<file path="src/rtl/hazard_ctrl.sv">
// rtl/hazard_ctrl.sv - pipeline hazard unit: forwarding, load-use, branch flush, multi-cycle and memory stalls
module hazard_ctrl #(
   parameter int AW      = 5,
   parameter int MC_LAT  = 4,
   parameter int CNT_W   = 16,
   parameter int ZERO_HW = 1
) (
   input  logic             clk,
   input  logic             rst_n,
   input  logic [AW-1:0]    rs1_d,
   input  logic [AW-1:0]    rs2_d,
   input  logic             uses_rs1_d,
   input  logic             uses_rs2_d,
   input  logic [AW-1:0]    rs1_e,
   input  logic [AW-1:0]    rs2_e,
   input  logic [AW-1:0]    rd_e,
   input  logic             resultsrc_e0,
   input  logic [AW-1:0]    rd_m,
   input  logic [AW-1:0]    rd_w,
   input  logic             regwrite_m,
   input  logic             regwrite_w,
   input  logic             pcsrc_e,
   input  logic             mc_start_e,
   input  logic             dmem_ready_m,
   input  logic             stat_clr,
   output logic             stall_f,
   output logic             stall_d,
   output logic             stall_e,
   output logic             stall_m,
   output logic             flush_d,
   output logic             flush_e,
   output logic             flush_m,
   output logic             flush_w,
   output logic [1:0]       forward_ae,
   output logic [1:0]       forward_be,
   output logic             mc_busy,
   output logic [CNT_W-1:0] stall_cnt
);

   typedef enum logic {IDLE, BUSY} state_t;

   localparam logic [7:0] MC_INIT = 8'(MC_LAT - 2);

   state_t     state, state_nx;
   logic [7:0] cnt, cnt_nx;
   logic       mc_stall;
   logic       freeze;
   logic       lw;

   // Register 0 never matches when it is hardwired.
   function automatic logic reg_match(input logic [AW-1:0] src, input logic [AW-1:0] dst);
      return (src == dst) && !((ZERO_HW != 0) && (dst == '0));
   endfunction

   always_comb begin
      forward_ae = 2'b00;
      if (regwrite_m && reg_match(rs1_e, rd_m))
         forward_ae = 2'b10;
      else if (regwrite_w && reg_match(rs1_e, rd_w))
         forward_ae = 2'b01;
   end

   always_comb begin
      forward_be = 2'b00;
      if (regwrite_m && reg_match(rs2_e, rd_m))
         forward_be = 2'b10;
      else if (regwrite_w && reg_match(rs2_e, rd_w))
         forward_be = 2'b01;
   end

   assign lw = resultsrc_e0 &&
               ((uses_rs1_d && reg_match(rs1_d, rd_e)) ||
                (uses_rs2_d && reg_match(rs2_d, rd_e)));

   assign freeze  = !dmem_ready_m;
   assign mc_busy = (state == BUSY);

   always_comb begin
      state_nx = state;
      cnt_nx   = cnt;
      mc_stall = 1'b0;
      case (state)
         IDLE: begin
            if (mc_start_e) begin
               mc_stall = 1'b1;
               if (!freeze) begin
                  state_nx = BUSY;
                  cnt_nx   = MC_INIT;
               end
            end
         end
         BUSY: begin
            // Final busy cycle releases the pipeline and ignores a new start.
            if (cnt != 8'd0) begin
               mc_stall = 1'b1;
               if (!freeze)
                  cnt_nx = cnt - 8'd1;
            end else if (!freeze) begin
               state_nx = IDLE;
            end
         end
         default: state_nx = IDLE;
      endcase
   end

   always_ff @(posedge clk or negedge rst_n) begin
      if (!rst_n) begin
         state <= IDLE;
         cnt   <= 8'd0;
      end else begin
         state <= state_nx;
         cnt   <= cnt_nx;
      end
   end

   always_comb begin
      stall_f = 1'b0;
      stall_d = 1'b0;
      stall_e = 1'b0;
      stall_m = 1'b0;
      flush_d = 1'b0;
      flush_e = 1'b0;
      flush_m = 1'b0;
      flush_w = 1'b0;
      if (rst_n) begin
         if (freeze) begin
            stall_f = 1'b1;
            stall_d = 1'b1;
            stall_e = 1'b1;
            stall_m = 1'b1;
            flush_w = 1'b1;
         end else if (mc_stall) begin
            stall_f = 1'b1;
            stall_d = 1'b1;
            stall_e = 1'b1;
            flush_m = 1'b1;
         end else if (pcsrc_e) begin
            flush_d = 1'b1;
            flush_e = 1'b1;
         end else if (lw) begin
            stall_f = 1'b1;
            stall_d = 1'b1;
            flush_e = 1'b1;
         end
      end
   end

   always_ff @(posedge clk or negedge rst_n) begin
      if (!rst_n)
         stall_cnt <= '0;
      else if (stat_clr)
         stall_cnt <= '0;
      else if (stall_f && (stall_cnt != '1))
         stall_cnt <= stall_cnt + 1'b1;
   end

endmodule

</file>
<file path="config.mk">
export PLATFORM = sky130hd
export DESIGN_NAME = hazard_ctrl
export DESIGN_NICKNAME = d
export VERILOG_FILES = /design/src/rtl/hazard_ctrl.sv
export SDC_FILE = /design/constraint.sdc
export NUM_CORES = 1
export LEC_CHECK = 0
export BUFFER_PORTS_ARGS = -buffer_cell sky130_fd_sc_hd__buf_4
export CORE_UTILIZATION = 36
export DETAILED_ROUTE_END_ITERATION = 10
export GPL_TIMING_DRIVEN = 0
export PLACE_DENSITY_LB_ADDON = 0.1
export SYNTH_ARGS = -nofsm -noshare
export SYNTH_HDL_FRONTEND = slang
export SYNTH_SLANG_ARGS = --single-unit
export TNS_END_PERCENT = 50
</file>
<file path="constraint.sdc">
create_clock -name clk -period 3.8 [get_ports clk]
set_input_delay 0 -clock clk [delete_from_list [all_inputs] [get_ports clk]]
set_output_delay 0 -clock clk [all_outputs]
set_load 0.02 [all_outputs]
</file>
==> reports/summary.txt <==
die area -> 5470 µm²
Initial Utilization -> 38.4%
postcts setup bufs -> 0
Root Buffer -> clkbuf_8
post-synthesis cell count -> 212
minimum clock period -> 2.22 ns
type of the worst min-delay path -> input pin to flip-flop
RSZ-0062 raised after global routing -> false
status -> completed
crit-path max FO -> 10
routed wire length per instance -> 13.4 µm
via count -> 1860
largest net degree at the start of global routing -> 31
layout cells sized above 1 -> 30.7%
clock sink count -> 25
nets -> 339
synth warn -> 0
max_slew headroom -> 62.8%
global placement routability congestion -> 0.778
final setup fails -> 0
CTS Buf Count -> 3
Iter 0 DRT Violations -> 86
WL final -> 4790 µm
Hold Fails Final Rpt -> 0
worst endpoint required time -> 4.00 ns
worst reg-to-reg setup slack -> 1.58 ns
CP Launch Type -> flip-flop
Worst Setup End Kind -> flip-flop
Primary FF master, synth -> dfrtp_1
xor and xnor area share after synthesis -> 16.9%
io pins -> 75
wire length of the first global-routing pass -> 7750 µm
mapped cell area -> 1860 µm²
EDFF count, synth -> 0
clock transition at the registers of the reported paths -> 0.10 ns
mux contribution to synthesized area -> 1.07%
Final Max Slew Viols -> 0
ANT cells -> 0
chip height -> 73.9 µm
Largest stage delay, worst path -> 0.41 ns
initial antenna violation count -> 0
Cell variety after synth -> 38
Die X-Extent -> 73.9 µm
post-synthesis sequential area ratio -> 33.6%
H-tree depth -> 1
period utilization -> 58.5%
Worst EP arrival -> 2.42 ns
P_leak -> 1.11 nW
total track usage -> 18.1%
share of async-settable or async-resettable flops after synthesis -> 100%
Mapped Avg Cell Area -> 8.79 µm²
Max Cap Violations -> 0
synthesized flop and latch total -> 25
CTS tree -> done
vias in the first global route -> 1735
Syn Nets -> 260
Synth Area in Compound Gates -> 14.1%
pwr/cell area -> 300 nW/µm²
Crit-path slowest cell -> dfrtp_1
Synth Area in Simple Gates -> 27.4%
Port Buf Inserts -> 73
Final Hold Slack -> 0.0198 ns
via/cell ratio -> 5.21
deepest clock path buffer count -> 2
largest family of logic cells by synthesized area -> simple AND/OR/NAND/NOR gates
worst vdd ir -> 0.139 mV
Post-DP HPWL -> 3770 µm
Detailed Routing Iterations Pass 1 -> 4
TNS Setup -> 0 ns
worst slew pin tran -> 0.553 ns
area growth from synthesis to layout -> 37.1%
antenna viol nets, final -> 0
Crit Path Class -> flip-flop to flip-flop
Max Fclk -> 450 MHz
worst-skew pair later-pin latency -> 0.28 ns
adder-cell share of the synthesized area -> 1.34%
standard-cell rows -> 25
DRC errors left -> 0
grt total ovfl -> 0
clock skew -> 0.00885 ns
core area -> 4850 µm²
CP cell instances -> inv_1 > ha_1 > and4bb_4 > a21oi_4 > o21ai_2 > a2bb2oi_2 > buf_6 > or3_1 > a21oi_1
## kinds of logic after synthesis
group                      after synthesis
AOI/OAI and AO/OA                       44
xor gates and xnor gates                36
adders and majority gates                2
buffers and inverters                   17
DFF                                     25
muxes                                    2
and+or+nand+nor                         86
## worst paths after layout
| check | start | end | depth (start not counted) |
|---|---|---|---|
| worst max-delay path | cnt[0]$_DFFE_PN0P_ | stall_cnt[11]$_DFFE_PN0P_ | 9 |
| worst min-delay path | mc_start_e | mc_busy$_DFF_PN0_ | 3 |
| worst max register to register | cnt[0]$_DFFE_PN0P_ | stall_cnt[11]$_DFFE_PN0P_ | 9 |
| worst min register to register | stall_cnt[15]$_DFFE_PN0P_ | stall_cnt[15]$_DFFE_PN0P_ | 2 |
| max in group asynchronous | rst_n | mc_busy$_DFF_PN0_ | 2 |
| min in group asynchronous | rst_n | stall_cnt[12]$_DFFE_PN0P_ | 2 |
## sequential cells by signal, indices dropped and copies added, names as in the netlist
name       cells
cnt            8
mc_busy        1
stall_cnt     16
## cells in the mapped netlist (2+ instances only)
master / count / area share (%)
dfrtp_1: 25 / 34
nor4_4: 2 / 2.3
ha_1: 2 / 1.3
nor4_1: 8 / 2.7
nor3_1: 3 / 0.81
nor2_1: 12 / 2.4
nand2b_1: 2 / 0.67
o21ai_0: 11 / 3.0
a21oi_1: 15 / 4.0
buf_6: 2 / 1.2
xnor2_1: 21 / 9.9
xor2_1: 15 / 7.1
mux2i_1: 2 / 1.1
buf_4: 2 / 0.81
or4_1: 5 / 2.0
and3_1: 5 / 1.7
or3_1: 16 / 5.4
clkbuf_1: 2 / 0.40
o21ai_1: 9 / 2.4
nand4_1: 7 / 2.4
nand3_1: 12 / 3.2
nand2_1: 11 / 2.2
inv_1: 8 / 1.6
## power by group
group / leakage (nW) / internal [W] / switching [W]
sequential: 0.325 / 0.000304 / 0.0000574
clock: 0.0217 / 0.0000745 / 0.0000913
combinational: 0.766 / 0.000129 / 0.000111
total: 1.11 / 0.000507 / 0.000260
## critical path: cells and delay by family (launching register included)
family                     cells  cell delay [ns]
AOI/OAI and AO/OA              4             0.70
and+or+nand+nor                2             0.56
DFF                            1             0.41
buffers and inverters          2             0.26
adders and majority gates      1             0.23
## cells in the final DEF, fill, tap and decap left out, types with 2 or more instances in the layout
| master | netlist | routed |
|---|---|---|
| buf_4 | 2 | 75 |
| dfrtp_1 | 25 | 25 |
| xnor2_1 | 21 | 21 |
| or3_1 | 16 | 16 |
| xor2_1 | 15 | 15 |
| a21oi_1 | 15 | 15 |
| nand3_1 | 12 | 12 |
| nor2_1 | 12 | 12 |
| o21ai_0 | 11 | 11 |
| nand2_1 | 11 | 11 |
| o21ai_1 | 9 | 9 |
| inv_1 | 8 | 8 |
| nor4_1 | 8 | 8 |
| nand4_1 | 7 | 7 |
| or4_1 | 5 | 5 |
| and3_1 | 5 | 5 |
| nor3_1 | 3 | 3 |
| clkbuf_8 | 0 | 3 |
| nand2b_1 | 2 | 2 |
| nor4_4 | 2 | 2 |
| clkbuf_1 | 2 | 2 |
| mux2i_1 | 2 | 2 |
| buf_6 | 2 | 2 |
| ha_1 | 2 | 2 |
## per-stage QoR
step	total power (W)	cell area [µm²]	setup slack, ns	std cells	util, %
after floorplan	0.000508	1860	1.83	212	-
after global placement	0.000602	2490	1.62	352	51.5
after detailed placement	0.000609	2490	1.60	352	51.5
after CTS	0.000778	2550	1.57	357	52.7
after global routing	0.000823	2550	1.41	357	52.7
final	0.000767	2550	1.58	357	52.7
## layout make-up
class	count	area (µm²)
multi-input cells	170	1130
plain buffers	9	73.8
clock inverters	1	7.51
repair buffers	74	558
flip-flops and latches	25	626
inverters	8	30.0
clock buffers	3	41.3
fillers	481	2290
well taps	67	83.8
## layer usage
layer	up-vias	global-route usage [%]	wire [µm]
met4	0	4.49	38
met1	866	23.9	2240
met5	-	0	0
met2	67	29.2	2190
met3	5	5.15	320
li1	922	-	-
## what timing repair did
| action | CTS | global route |
|---|---|---|
| hold buffers | 1 | 0 |
| resized for setup | 0 | 0 |
| hold endpoints to repair | 25 | 0 |
Power figures use the tool's default switching activity.
